==> config.mk <==
export PLATFORM = sky130hd
export DESIGN_NAME = servo_pwm_decoder_flat
export DESIGN_NICKNAME = d
export VERILOG_FILES = /design/src/rtl/pwm_pkg.sv /design/src/rtl/servo_pwm_decoder_if.sv /design/src/rtl/pwm_serial_div.sv /design/src/rtl/servo_pwm_decoder.sv /design/src/flat_wrapper.sv
export SDC_FILE = /design/constraint.sdc
export NUM_CORES = 1
export LEC_CHECK = 0
export ABC_AREA = 0
export CORE_MARGIN = 2
export CORE_UTILIZATION = 25
export DETAILED_ROUTE_END_ITERATION = 8
export HOLD_SLACK_MARGIN = 0.15
export SLEW_MARGIN = 5
export SYNTH_ARGS = -nofsm -noshare
export SYNTH_HDL_FRONTEND = slang
export SYNTH_SLANG_ARGS = --single-unit
==> constraint.sdc <==
create_clock -name clk -period 8.8 [get_ports clk]
set_input_delay 1.32 -clock clk [delete_from_list [all_inputs] [get_ports clk]]
set_output_delay 1.32 -clock clk [all_outputs]
set_load 0.005 [all_outputs]
==> src/rtl/pwm_pkg.sv <==
// Shared servo PWM definitions: FSM encoding, default timing and datapath widths.
package pwm_pkg;

   // Default timing at 50 MHz: 1 ms -> 0 deg, 2 ms -> full range, 40 ms silence limit.
   localparam int unsigned DEF_MIN_PULSE_CYC = 50_000;
   localparam int unsigned DEF_MAX_PULSE_CYC = 100_000;
   localparam int unsigned DEF_MAX_RANGE     = 180;
   localparam int unsigned DEF_TIMEOUT_CYC   = 2_000_000;

   // Numerator, counter, divisor and angle widths.
   localparam int unsigned NUM_W    = 24;
   localparam int unsigned CNT_W    = 21;
   localparam int unsigned DIV_W    = 17;
   localparam int unsigned DEG_W    = 8;
   localparam int unsigned DIV_ITER = NUM_W;

   typedef enum logic [1:0] {
      ST_IDLE = 2'd0,
      ST_HIGH = 2'd1,
      ST_CALC = 2'd2,
      ST_LOW  = 2'd3
   } pwm_state_e;

   // One decoded frame as presented to the consumer.
   typedef struct packed {
      logic [DEG_W-1:0] degrees;
      logic [CNT_W-1:0] pulse_width;
      logic             range_err;
   } pwm_result_t;

endpackage

==> src/rtl/servo_pwm_decoder_if.sv <==
// Servo PWM line in, decoded angle/status out.
interface servo_pwm_decoder_if;
   import pwm_pkg::*;

   logic             pwm_in;
   logic [DEG_W-1:0] degrees;
   logic [CNT_W-1:0] pulse_width;
   logic             valid;
   logic             range_err;
   logic             timeout;

   // Decoder side.
   modport master (
      input  pwm_in,
      output degrees, pulse_width, valid, range_err, timeout
   );

   // Line driver / result consumer side.
   modport slave (
      output pwm_in,
      input  degrees, pulse_width, valid, range_err, timeout
   );
endinterface

==> src/rtl/pwm_serial_div.sv <==
// Serial restoring divider, one quotient bit per cycle, done 24 cycles after start.
module pwm_serial_div
   import pwm_pkg::*;
(
   input  logic             clk,
   input  logic             rst,
   input  logic             start,
   input  logic [NUM_W-1:0] dividend,
   input  logic [DIV_W-1:0] divisor,
   output logic [DEG_W-1:0] quotient,
   output logic             done
);
   localparam int unsigned IT_W = $clog2(DIV_ITER + 1);

   logic [DIV_W-1:0] rem_q;
   logic [DIV_W-1:0] dsr_q;
   logic [NUM_W-1:0] acc_q;
   logic [IT_W-1:0]  cnt_q;
   logic             busy_q;
   logic             done_q;

   logic [DIV_W-1:0] rem_src_c;
   logic [NUM_W-1:0] acc_src_c;
   logic [DIV_W-1:0] dsr_src_c;
   logic [DIV_W:0]   trial_c;
   logic [DIV_W-1:0] rem_nxt_c;
   logic [NUM_W-1:0] acc_nxt_c;
   logic             qbit_c;

   // One restoring step; on start the first step runs straight off the inputs.
   always_comb begin
      rem_src_c = start ? '0 : rem_q;
      acc_src_c = start ? dividend : acc_q;
      dsr_src_c = start ? divisor : dsr_q;
      trial_c   = {rem_src_c, acc_src_c[NUM_W-1]};
      qbit_c    = 1'b0;
      rem_nxt_c = trial_c[DIV_W-1:0];
      if (trial_c >= {1'b0, dsr_src_c}) begin
         qbit_c    = 1'b1;
         rem_nxt_c = DIV_W'(trial_c - {1'b0, dsr_src_c});
      end
      acc_nxt_c = {acc_src_c[NUM_W-2:0], qbit_c};
   end

   // Iteration state; acc shifts the dividend out and the quotient in.
   always_ff @(posedge clk) begin
      if (rst) begin
         rem_q  <= '0;
         dsr_q  <= '0;
         acc_q  <= '0;
         cnt_q  <= '0;
         busy_q <= 1'b0;
         done_q <= 1'b0;
      end else begin
         done_q <= 1'b0;
         if (start) begin
            rem_q  <= rem_nxt_c;
            acc_q  <= acc_nxt_c;
            dsr_q  <= divisor;
            cnt_q  <= IT_W'(1);
            busy_q <= 1'b1;
         end else if (busy_q) begin
            rem_q <= rem_nxt_c;
            acc_q <= acc_nxt_c;
            cnt_q <= cnt_q + IT_W'(1);
            if (cnt_q == IT_W'(DIV_ITER - 1)) begin
               busy_q <= 1'b0;
               done_q <= 1'b1;
            end
         end
      end
   end

   assign quotient = acc_q[DEG_W-1:0];
   assign done     = done_q;

endmodule

==> src/rtl/servo_pwm_decoder.sv <==
// Measures servo PWM high time and converts it to an angle in degrees.
module servo_pwm_decoder
   import pwm_pkg::*;
#(
   parameter int unsigned MIN_PULSE_CYC = DEF_MIN_PULSE_CYC,
   parameter int unsigned MAX_PULSE_CYC = DEF_MAX_PULSE_CYC,
   parameter int unsigned MAX_RANGE     = DEF_MAX_RANGE,
   parameter int unsigned TIMEOUT_CYC   = DEF_TIMEOUT_CYC
) (
   input  logic                clk,
   input  logic                rst,
   servo_pwm_decoder_if.master bus
);
   localparam int unsigned DEN = MAX_PULSE_CYC - MIN_PULSE_CYC;

   logic [1:0]       sync_q;
   logic             s_prev_q;
   logic             s_in;
   logic             rise_c;
   logic             fall_c;

   pwm_state_e       state_q;
   pwm_state_e       state_d;
   logic             start_c;
   logic             capture_c;
   logic             tmo_c;
   logic             accept_c;
   logic             tmo_hit_c;

   logic [CNT_W-1:0] width_q;
   logic [CNT_W-1:0] period_q;
   logic             range_lo_q;
   logic             range_hi_q;
   logic             lo_c;
   logic             hi_c;
   logic [NUM_W-1:0] num_c;

   logic [DEG_W-1:0] div_q;
   logic             div_done;

   pwm_result_t      result_q;
   logic             valid_q;
   logic             timeout_q;

   // Two-flop synchronizer plus edge history; preset high so a line already high is not an edge.
   always_ff @(posedge clk) begin
      if (rst) begin
         sync_q   <= 2'b11;
         s_prev_q <= 1'b1;
      end else begin
         sync_q   <= {sync_q[0], bus.pwm_in};
         s_prev_q <= sync_q[1];
      end
   end

   assign s_in      = sync_q[1];
   assign rise_c    = s_in & ~s_prev_q;
   assign fall_c    = ~s_in & s_prev_q;
   assign tmo_hit_c = (period_q >= CNT_W'(TIMEOUT_CYC));

   // FSM state register.
   always_ff @(posedge clk) begin
      if (rst) state_q <= ST_IDLE;
      else     state_q <= state_d;
   end

   // Next state and datapath strobes; rising edges in CALC are deliberately ignored.
   always_comb begin
      state_d   = state_q;
      start_c   = 1'b0;
      capture_c = 1'b0;
      tmo_c     = 1'b0;
      accept_c  = 1'b0;
      case (state_q)
         ST_IDLE: begin
            if (rise_c) begin
               state_d  = ST_HIGH;
               accept_c = 1'b1;
            end
         end
         ST_HIGH: begin
            if (tmo_hit_c) begin
               state_d = ST_IDLE;
               tmo_c   = 1'b1;
            end else if (fall_c) begin
               state_d = ST_CALC;
               start_c = 1'b1;
            end
         end
         ST_CALC: begin
            if (div_done) begin
               state_d   = ST_LOW;
               capture_c = 1'b1;
            end
         end
         ST_LOW: begin
            if (tmo_hit_c) begin
               state_d = ST_IDLE;
               tmo_c   = 1'b1;
            end else if (rise_c) begin
               state_d  = ST_HIGH;
               accept_c = 1'b1;
            end
         end
         default: state_d = ST_IDLE;
      endcase
   end

   // Range classification and ceiling-rounded numerator for the finished width.
   always_comb begin
      lo_c  = (width_q < CNT_W'(MIN_PULSE_CYC));
      hi_c  = (width_q > CNT_W'(MAX_PULSE_CYC));
      num_c = '0;
      if (!lo_c && !hi_c) begin
         num_c = NUM_W'(width_q - CNT_W'(MIN_PULSE_CYC)) * NUM_W'(MAX_RANGE)
               + NUM_W'(DEN - 1);
      end
   end

   pwm_serial_div u_div (
      .clk      (clk),
      .rst      (rst),
      .start    (start_c),
      .dividend (num_c),
      .divisor  (DIV_W'(DEN)),
      .quotient (div_q),
      .done     (div_done)
   );

   // Width/period counters; the rising-edge cycle itself counts as the first high cycle.
   always_ff @(posedge clk) begin
      if (rst) begin
         width_q    <= '0;
         period_q   <= '0;
         range_lo_q <= 1'b0;
         range_hi_q <= 1'b0;
      end else begin
         if (accept_c) begin
            width_q  <= CNT_W'(1);
            period_q <= '0;
         end else begin
            if (state_q == ST_HIGH && s_in) width_q <= width_q + CNT_W'(1);
            if (state_q != ST_IDLE) period_q <= period_q + CNT_W'(1);
         end
         if (start_c) begin
            range_lo_q <= lo_c;
            range_hi_q <= hi_c;
         end
      end
   end

   // Result registers: updated only on a completed division, held otherwise.
   always_ff @(posedge clk) begin
      if (rst) begin
         result_q  <= '0;
         valid_q   <= 1'b0;
         timeout_q <= 1'b1;
      end else begin
         valid_q <= capture_c;
         if (capture_c) begin
            result_q.pulse_width <= width_q;
            result_q.range_err   <= range_lo_q | range_hi_q;
            if (range_lo_q)      result_q.degrees <= '0;
            else if (range_hi_q) result_q.degrees <= DEG_W'(MAX_RANGE);
            else                 result_q.degrees <= div_q;
         end
         if (accept_c)   timeout_q <= 1'b0;
         else if (tmo_c) timeout_q <= 1'b1;
      end
   end

   assign bus.degrees     = result_q.degrees;
   assign bus.pulse_width = result_q.pulse_width;
   assign bus.range_err   = result_q.range_err;
   assign bus.valid       = valid_q;
   assign bus.timeout     = timeout_q;

endmodule

==> src/flat_wrapper.sv <==
// flat-port wrapper written by rule: the top's interface ports become plain ports
module servo_pwm_decoder_flat import pwm_pkg::*;
#(
   parameter int unsigned MIN_PULSE_CYC = DEF_MIN_PULSE_CYC,
   parameter int unsigned MAX_PULSE_CYC = DEF_MAX_PULSE_CYC,
   parameter int unsigned MAX_RANGE     = DEF_MAX_RANGE,
   parameter int unsigned TIMEOUT_CYC   = DEF_TIMEOUT_CYC
)
  (clk, rst, bus_pwm_in, bus_degrees, bus_pulse_width, bus_valid, bus_range_err, bus_timeout);
  servo_pwm_decoder_if bus_i ();
  input  logic clk;
  input  logic rst;
  input wire logic [$bits(bus_i.pwm_in)-1:0] bus_pwm_in;
  output wire logic [$bits(bus_i.degrees)-1:0] bus_degrees;
  output wire logic [$bits(bus_i.pulse_width)-1:0] bus_pulse_width;
  output wire logic [$bits(bus_i.valid)-1:0] bus_valid;
  output wire logic [$bits(bus_i.range_err)-1:0] bus_range_err;
  output wire logic [$bits(bus_i.timeout)-1:0] bus_timeout;
  assign bus_i.pwm_in = bus_pwm_in;
  assign bus_degrees = bus_i.degrees;
  assign bus_pulse_width = bus_i.pulse_width;
  assign bus_valid = bus_i.valid;
  assign bus_range_err = bus_i.range_err;
  assign bus_timeout = bus_i.timeout;
  servo_pwm_decoder #(.MIN_PULSE_CYC(MIN_PULSE_CYC), .MAX_PULSE_CYC(MAX_PULSE_CYC), .MAX_RANGE(MAX_RANGE), .TIMEOUT_CYC(TIMEOUT_CYC)) u_core (.clk(clk), .rst(rst), .bus(bus_i));
endmodule
==> impl_metrics.xml, run 1 <==
<?xml version="1.0" encoding="UTF-8"?>
<metrics>
  <group name="run_status">
    <metric name="outcome" unit="">finished, final reports clean</metric>
  </group>
  <group name="die">
    <metric name="design.core.area" unit="µm²">39700</metric>
    <metric name="rows" unit="">73</metric>
    <metric name="dieArea" unit="µm²">41800</metric>
    <metric name="initial_core_util" unit="%">25.3</metric>
    <metric name="design.portCount" unit="">35</metric>
    <metric name="die_width" unit="µm">204</metric>
    <metric name="die_h" unit="µm">204</metric>
  </group>
  <group name="job">
    <metric name="maxCapViolations" unit="">0</metric>
  </group>
  <group name="synth">
    <metric name="syn-mean-instance-area" unit="µm²">7.96</metric>
    <metric name="yosys.cell_types.count" unit="">77</metric>
    <metric name="synth.top_cells.by_area" unit="">sky130_fd_sc_hd__dfxtp_1, sky130_fd_sc_hd__ha_1, sky130_fd_sc_hd__xnor2_1, sky130_fd_sc_hd__nor2_1, sky130_fd_sc_hd__fa_1</metric>
    <metric name="synth_fp_nets" unit="">1365</metric>
    <metric name="syn-cell-area" unit="µm²">10000</metric>
    <metric name="synth-seq-cells" unit="">146</metric>
    <metric name="synth_top_area_share" unit="%">29.1</metric>
    <metric name="count_of_flip_flops_with_a_built_in_enable_after_synthesis" unit="">0</metric>
    <metric name="warning_count_from_the_yosys_run" unit="">0</metric>
    <metric name="postSynth.topFlopCell" unit="">sky130_fd_sc_hd__dfxtp_1</metric>
    <metric name="post_synth_arst_share" unit="%">0</metric>
    <metric name="syn-instance-count" unit="">1263</metric>
    <metric name="synth_largest_area_cell" unit="">sky130_fd_sc_hd__dfxtp_1</metric>
    <metric name="sequential_to_total_area_share_from_yosys_stat" unit="%">29.1</metric>
  </group>
  <group name="detailed_routing">
    <metric name="drc" unit="">0</metric>
    <metric name="number_of_iterations_in_the_first_detailed_routing_pass" unit="">5</metric>
    <metric name="antenna_violating_nets_post_route" unit="">0</metric>
    <metric name="wl" unit="mm">22.7</metric>
    <metric name="num_vias" unit="">8319</metric>
    <metric name="vias_per_cell" unit="">4.60</metric>
    <metric name="wl_per_cell" unit="µm">12.6</metric>
    <metric name="detail_route.iter0.violations" unit="">522</metric>
  </group>
  <group name="power_and_ir_drop">
    <metric name="seq_power_share" unit="%">42.1</metric>
    <metric name="power_frac_clock" unit="%">52.2</metric>
    <metric name="combinational_share_of_power" unit="%">5.7</metric>
    <metric name="irDropWorstVdd" unit="mV">0.117</metric>
    <metric name="switching_power" unit="µW">353</metric>
    <metric name="switching_share_of_power" unit="%">22.2</metric>
    <metric name="total_power_per_unit_cell_area" unit="nW/µm²">138</metric>
    <metric name="power.leakage" unit="µW">0.00449</metric>
    <metric name="cellInternalPower" unit="µW">1240</metric>
  </group>
  <group name="timing">
    <metric name="post-route-min-period" unit="ps">7920</metric>
    <metric name="timing.final.crit_share" unit="%">90.1</metric>
    <metric name="clock_skew" unit="ps">16.6</metric>
    <metric name="report.final.slew_viol_count" unit="">0</metric>
    <metric name="slew_headroom" unit="%">19.4</metric>
    <metric name="rsz0062_at_grt" unit="">no</metric>
    <metric name="timing_worst_slew_pin_value" unit="ps">1200</metric>
    <metric name="finalSetupViolCount" unit="">0</metric>
    <metric name="hold_violations" unit="">0</metric>
    <metric name="fin_setup_tns" unit="ps">0</metric>
    <metric name="fmax" unit="MHz">126</metric>
  </group>
  <group name="place">
    <metric name="place_inst" unit="">1770</metric>
    <metric name="dp_hpwl" unit="mm">16.6</metric>
    <metric name="gp_congestion" unit="">0.847</metric>
    <metric name="port_buffers" unit="">34</metric>
  </group>
  <group name="global_routing">
    <metric name="grt_pass1_wl" unit="mm">38.7</metric>
    <metric name="grt_max_degree" unit="">64</metric>
    <metric name="initial_antenna_violation_count" unit="">0</metric>
    <metric name="global_route.overflow_total" unit="">0</metric>
    <metric name="via_count_of_the_first_global_routing_pass" unit="">7968</metric>
    <metric name="track_usage" unit="%">11.1</metric>
  </group>
  <group name="clocking">
    <metric name="worst_skew_pair.late_latency" unit="ps">440</metric>
    <metric name="cts_num_sinks" unit="">146</metric>
    <metric name="ctsHtreeMaxLevel" unit="">4</metric>
    <metric name="clock_tree.buffer_depth" unit="">2</metric>
    <metric name="cts-buffers-inserted" unit="">17</metric>
    <metric name="clk_root_buffer_cell" unit="">sky130_fd_sc_hd__clkbuf_16</metric>
    <metric name="path_clk_slew" unit="ps">60</metric>
    <metric name="tritoncts" unit="">done</metric>
  </group>
  <group name="cells_and_area">
    <metric name="num_antenna_cells" unit="">0</metric>
    <metric name="nets" unit="">1371</metric>
    <metric name="post_layout_nonfiller_instances" unit="">1807</metric>
    <metric name="syn2layout_area_growth" unit="%">14.6</metric>
    <metric name="finalCoreUtilization" unit="%">29.0</metric>
    <metric name="layout_cells_sized_above_1" unit="%">5.69</metric>
    <metric name="mostFrequentLayoutCells" unit="">sky130_fd_sc_hd__nor2_1, sky130_fd_sc_hd__dfxtp_1, sky130_fd_sc_hd__nand2_1</metric>
    <metric name="mostFrequentLayoutCell" unit="">sky130_fd_sc_hd__nor2_1</metric>
  </group>
  <group name="critical_path">
    <metric name="worst_setup_start_kind" unit="">flip-flop</metric>
    <metric name="crit_required" unit="ps">9140</metric>
    <metric name="crit_path_end_kind" unit="">flip-flop</metric>
    <metric name="timing_worst_setup_path_type" unit="">flip-flop to flip-flop</metric>
    <metric name="crit_path_top_delay_cell" unit="">sky130_fd_sc_hd__fa_1</metric>
    <metric name="cp.arrival" unit="ps">8270</metric>
    <metric name="timing.critical_path.fanout_max" unit="">11</metric>
    <metric name="timing.critical_path.slowest_cell_delay" unit="ps">500</metric>
  </group>
  <group name="hold_path">
    <metric name="timing.hold.worst.class" unit="">flip-flop to flip-flop</metric>
  </group>
</metrics>
[sequential cells by signal, summed over array words and instances, names as in the netlist, 2 cells and up]
| signal | cells |
|---|---|
| u_core.bus.degrees | 8 |
| u_core.width_q | 21 |
| u_core.state_q | 2 |
| u_core.u_div.dsr_q | 17 |
| u_core.bus.pulse_width | 21 |
| u_core.u_div.acc_q | 24 |
| u_core.period_q | 21 |
| u_core.u_div.cnt_q | 5 |
| u_core.sync_q | 2 |
| u_core.u_div.rem_q | 17 |
[cells in the mapped netlist (3+ instances only)]
cell	number
sky130_fd_sc_hd__buf_1	3
sky130_fd_sc_hd__o21ai_0	68
sky130_fd_sc_hd__a31oi_1	6
sky130_fd_sc_hd__a21boi_0	3
sky130_fd_sc_hd__a22oi_1	10
sky130_fd_sc_hd__a2111o_1	3
sky130_fd_sc_hd__inv_1	114
sky130_fd_sc_hd__a21oi_1	70
sky130_fd_sc_hd__o31a_1	3
sky130_fd_sc_hd__o21ai_1	5
sky130_fd_sc_hd__o211ai_1	6
sky130_fd_sc_hd__nand2_1	120
sky130_fd_sc_hd__nand4_1	16
sky130_fd_sc_hd__clkbuf_1	40
sky130_fd_sc_hd__dfxtp_1	146
sky130_fd_sc_hd__o21a_1	7
sky130_fd_sc_hd__and2_1	23
sky130_fd_sc_hd__nor4_1	10
sky130_fd_sc_hd__nand3_1	23
sky130_fd_sc_hd__nand3b_1	4
sky130_fd_sc_hd__ha_1	75
sky130_fd_sc_hd__a211oi_1	29
sky130_fd_sc_hd__o21bai_1	4
sky130_fd_sc_hd__a2111oi_0	3
sky130_fd_sc_hd__and3_1	10
sky130_fd_sc_hd__mux2i_1	6
sky130_fd_sc_hd__or2_2	5
sky130_fd_sc_hd__xor2_1	50
sky130_fd_sc_hd__buf_2	10
sky130_fd_sc_hd__nand2b_1	12
sky130_fd_sc_hd__nor2_1	157
sky130_fd_sc_hd__nor2b_1	8
sky130_fd_sc_hd__xnor2_1	76
sky130_fd_sc_hd__a221oi_1	5
sky130_fd_sc_hd__a21o_1	12
sky130_fd_sc_hd__clkbuf_8	4
sky130_fd_sc_hd__o31ai_1	3
sky130_fd_sc_hd__fa_1	24
sky130_fd_sc_hd__a211oi_2	3
sky130_fd_sc_hd__nor3_1	35
[area by class of cell]
class | instances | area (µm²)
Fill cell | 4240 | 28200
Clock buffer | 20 | 437
Multi-Input combinational cell | 943 | 6410
Sequential cell | 146 | 2920
Tap cell | 525 | 657
Clock inverter | 12 | 226
Inverter | 114 | 428
Timing Repair Buffer | 47 | 435
[per-layer routing]
metal	global-route usage (%)	vias up	part of all wire [%]
met4	3.05	0	1.4
met5	0	-	0
met2	17.6	111	45
met3	2.20	25	2.9
met1	15.3	3891	51
li1	-	4292	-
[power by group through the flow]
stage	registers [µW]	clock network (µW)	logic (µW)
after CTS	669	843	86.9
after detailed placement	684	0	86.4
after floorplan	683	0	71.6
after global routing	669	872	102
after global placement	684	0	85.8
final	669	830	89.8
[cell families after synthesis]
family	Yosys count	share of synthesized area [%]
buffers and inverters	174	7.23
XOR/XNOR	127	11.1
flip-flops	146	29.1
multiplexers	6	0.598
AND/OR/NAND/NOR	442	20.4
adder cells (fa/ha/maj)	99	14.1
AO/OA/AOI/OAI	269	17.4
[worst max-delay path, delay by kind of cell, from the launching register on]
kind                       cells  cell delay (ps)
DFF                            1              370
adders and majority gates      6             2100
buffers and inverters          5              570
AOI/OAI and AO/OA             16             3480
and+or+nand+nor                4              550
xor gates and xnor gates       4              740
[path summary, 6_finish.rpt]
path	from	slack, ps	cells past startpoint	end
max	u_core.width_q[4]	880	35	u_core.u_div.rem_q[13]
min	u_core.sync_q[0]	420	1	u_core.sync_q[1]
max reg2reg	u_core.width_q[4]	880	35	u_core.u_div.rem_q[13]
min reg2reg	u_core.sync_q[0]	420	1	u_core.sync_q[1]
[stage by stage]
step | total power (µW) | hold slack [ps] | area [µm²] | setup WS [ps]
after floorplan | 754 | 389 | 10000 | 1780
after global placement | 769 | 394 | 10800 | 781
after detailed placement | 770 | 401 | 10800 | 584
after CTS | 1600 | 418 | 11500 | 563
after global routing | 1640 | 434 | 11500 | 7.61
final | 1590 | 415 | 11500 | 875
[timing repair]
item | in CTS | in global routing
endpoints found under the setup margin | 0 | 18
hold buffers | 0 | 0
gates resized for setup | 0 | 2
setup buffers | 0 | 5
Note: power is estimated with default switching activity, not from simulation.
==> run 2: changes to the inputs <==
- CAP_MARGIN: not set -> 5
==> results of run 2 <==
Same layout as run 1: the final DEF is identical, and so are final timing and power.
==> run 3: changes to the inputs <==
- CORE_ASPECT_RATIO: not set -> 0.7
==> run 3 against run 2 <==
Effect of this change:
- cell count grew 0.33%
- highest routed layer unchanged
- die area is essentially flat
- sequential power is essentially flat
- first-iteration DRC count shrank 10%
- critical path type unchanged
- via count grew 0.37%
- clock skew grew 1.8 ps
- global-route usage grew 0.50 points
==> impl_metrics.xml, run 3 (synthesis results as in run 1) <==
<?xml version="1.0" encoding="UTF-8"?>
<metrics>
  <group name="run_status">
    <metric name="outcome" unit="">finished, final reports clean</metric>
  </group>
  <group name="timing">
    <metric name="slew_headroom" unit="%">20.8</metric>
    <metric name="timing_worst_slew_pin_value" unit="ps">1180</metric>
    <metric name="finalSetupViolCount" unit="">0</metric>
    <metric name="timing.final.crit_share" unit="%">89.8</metric>
    <metric name="clock_skew" unit="ps">18.4</metric>
    <metric name="hold_violations" unit="">0</metric>
    <metric name="fin_setup_tns" unit="ps">0</metric>
    <metric name="report.final.slew_viol_count" unit="">0</metric>
    <metric name="rsz0062_at_grt" unit="">no</metric>
    <metric name="hold_slack" unit="ps">415</metric>
    <metric name="post-route-min-period" unit="ps">7900</metric>
    <metric name="fmax" unit="MHz">127</metric>
  </group>
  <group name="global_routing">
    <metric name="global_route.overflow_total" unit="">0</metric>
    <metric name="via_count_of_the_first_global_routing_pass" unit="">7799</metric>
    <metric name="grt_pass1_wl" unit="mm">40.0</metric>
    <metric name="initial_antenna_violation_count" unit="">0</metric>
    <metric name="track_usage" unit="%">11.6</metric>
    <metric name="grt_max_degree" unit="">71</metric>
  </group>
  <group name="detailed_routing">
    <metric name="wl_per_cell" unit="µm">13.2</metric>
    <metric name="antenna_violating_nets_post_route" unit="">0</metric>
    <metric name="detail_route.iter0.violations" unit="">470</metric>
    <metric name="vias_per_cell" unit="">4.61</metric>
    <metric name="num_vias" unit="">8350</metric>
    <metric name="number_of_iterations_in_the_first_detailed_routing_pass" unit="">5</metric>
    <metric name="drc" unit="">0</metric>
    <metric name="wl" unit="mm">24.0</metric>
  </group>
  <group name="critical_path">
    <metric name="timing.reg2reg.worst_path_depth" unit="">33</metric>
    <metric name="timing.critical_path.fanout_max" unit="">20</metric>
    <metric name="r2r_setup_slack" unit="ps">900</metric>
    <metric name="rr_endpoint" unit="">u_core.u_div.rem_q[4]</metric>
    <metric name="cp.arrival" unit="ps">8220</metric>
    <metric name="crit_path_end_kind" unit="">flip-flop</metric>
    <metric name="timing.critical_path.slowest_cell_delay" unit="ps">520</metric>
    <metric name="crit_path_top_delay_cell" unit="">sky130_fd_sc_hd__fa_1</metric>
    <metric name="worst_setup_start_kind" unit="">flip-flop</metric>
    <metric name="timing_worst_setup_path_type" unit="">flip-flop to flip-flop</metric>
    <metric name="crit_required" unit="ps">9120</metric>
    <metric name="regToRegStartpoint" unit="">u_core.width_q[4]</metric>
  </group>
  <group name="clocking">
    <metric name="cts-buffers-inserted" unit="">17</metric>
    <metric name="clock_tree.buffer_depth" unit="">2</metric>
    <metric name="post_cts.resized_instances" unit="">0</metric>
    <metric name="tritoncts" unit="">done</metric>
    <metric name="cts_num_sinks" unit="">146</metric>
    <metric name="ctsHtreeMaxLevel" unit="">4</metric>
    <metric name="worst_skew_pair.late_latency" unit="ps">430</metric>
    <metric name="clk_root_buffer_cell" unit="">sky130_fd_sc_hd__clkbuf_16</metric>
    <metric name="holdBufCountCts" unit="">0</metric>
    <metric name="path_clk_slew" unit="ps">60</metric>
  </group>
  <group name="power_and_ir_drop">
    <metric name="irDropWorstVdd" unit="mV">0.158</metric>
    <metric name="power.leakage" unit="µW">0.00443</metric>
    <metric name="total_power_per_unit_cell_area" unit="nW/µm²">128</metric>
  </group>
  <group name="die">
    <metric name="rows" unit="">61</metric>
    <metric name="design.core.area" unit="µm²">39700</metric>
    <metric name="design.portCount" unit="">35</metric>
    <metric name="die_width" unit="µm">244</metric>
    <metric name="die_h" unit="µm">172</metric>
    <metric name="dieArea" unit="µm²">41800</metric>
    <metric name="initial_core_util" unit="%">25.3</metric>
  </group>
  <group name="hold_path">
    <metric name="timing.hold.worst.class" unit="">flip-flop to flip-flop</metric>
    <metric name="min_delay_path_depth" unit="">1</metric>
    <metric name="min_delay_worst_endpoint" unit="">u_core.sync_q[1]</metric>
    <metric name="beginning_of_the_worst_hold_path" unit="">u_core.sync_q[0]</metric>
  </group>
  <group name="place">
    <metric name="dpl-instance-area" unit="µm²">10800</metric>
    <metric name="dp_hpwl" unit="mm">17.9</metric>
    <metric name="port_buffers" unit="">34</metric>
    <metric name="gp_congestion" unit="">0.864</metric>
  </group>
  <group name="cells_and_area">
    <metric name="layout_cells_sized_above_1" unit="%">5.48</metric>
    <metric name="mostFrequentLayoutCell" unit="">sky130_fd_sc_hd__nor2_1</metric>
    <metric name="largest_register_ffs" unit="">24</metric>
    <metric name="num_antenna_cells" unit="">0</metric>
    <metric name="finalCoreUtilization" unit="%">28.7</metric>
    <metric name="mostFrequentLayoutCells" unit="">sky130_fd_sc_hd__nor2_1, sky130_fd_sc_hd__dfxtp_1, sky130_fd_sc_hd__nand2_1</metric>
    <metric name="postLayoutCellArea" unit="µm²">11400</metric>
    <metric name="registers.top_by_ff_count" unit="">u_core.u_div.acc_q</metric>
    <metric name="syn2layout_area_growth" unit="%">13.5</metric>
    <metric name="fill_cells" unit="">4278</metric>
    <metric name="nets" unit="">1367</metric>
  </group>
  <group name="job">
    <metric name="maxCapViolations" unit="">0</metric>
  </group>
</metrics>
-- run 3: report_power, final --
group / total [µW] / internal [µW] / switching (µW)
Combinational: 86.6 / 34.3 / 52.3
Clock: 707 / 403 / 304
Sequential: 669 / 665 / 3.77
-- run 3: how the worst max path moves through the flow --
stage / startpoint / end / cells after the start
floorplan: u_core.width_q[5] / u_core.u_div.rem_q[6] / 34
detailed placement: u_core.width_q[4] / u_core.u_div.rem_q[8] / 33
finish: u_core.width_q[4] / u_core.u_div.rem_q[4] / 33
global placement: u_core.width_q[4] / u_core.u_div.rem_q[4] / 34
CTS: u_core.width_q[4] / u_core.u_div.rem_q[4] / 34
global route: u_core.width_q[4] / u_core.u_div.rem_q[4] / 34
-- run 3: timing repair --
action | 4_1_cts | 5_1_grt
setup endpoints to repair | 0 | 12
setup buffers | 0 | 1
endpoints found under the hold margin | 0 | 0
-- run 3: final cells by class --
| cell class | instances | area (µm²) | area share, % |
|---|---|---|---|
| inverter | 114 | 428 | 3.75 |
| clock buffer | 20 | 447 | 3.92 |
| tap | 535 | 669 | 5.87 |
| sequential | 146 | 2920 | 25.6 |
| timing repair buffer | 43 | 405 | 3.55 |
| clock inverter | 12 | 126 | 1.11 |
| multi-input combinational | 943 | 6400 | 56.2 |
-- run 3: through the flow --
stage / std cells / worst slack [ps] / total power, µW
6_report: 1813 / 897 / 1460
5_1_grt: 1813 / 221 / 1520
3_3_place_gp: 1780 / 819 / 768
2_1_floorplan: 1263 / 1780 / 754
3_5_place_dp: 1780 / 530 / 770
4_1_cts: 1812 / 453 / 1480
-- run 3: per-layer routing --
layer	vias to the layer above	routed length, µm	GRT usage (%)
met2	164	9720	16.8
met4	0	222	3.29
met3	15	1060	2.34
li1	4278	-	-
met1	3893	13000	17.2
met5	-	0	0
-- run 3: critical path, delay by kind of cell (launching register included) --
family / cells / cell delay [ps]
flops: 1 / 450
compound gates: 15 / 3160
fa+ha+maj: 7 / 2350
mux: 1 / 330
buf+inv: 5 / 550
simple gates: 3 / 360
xor+xnor: 2 / 590
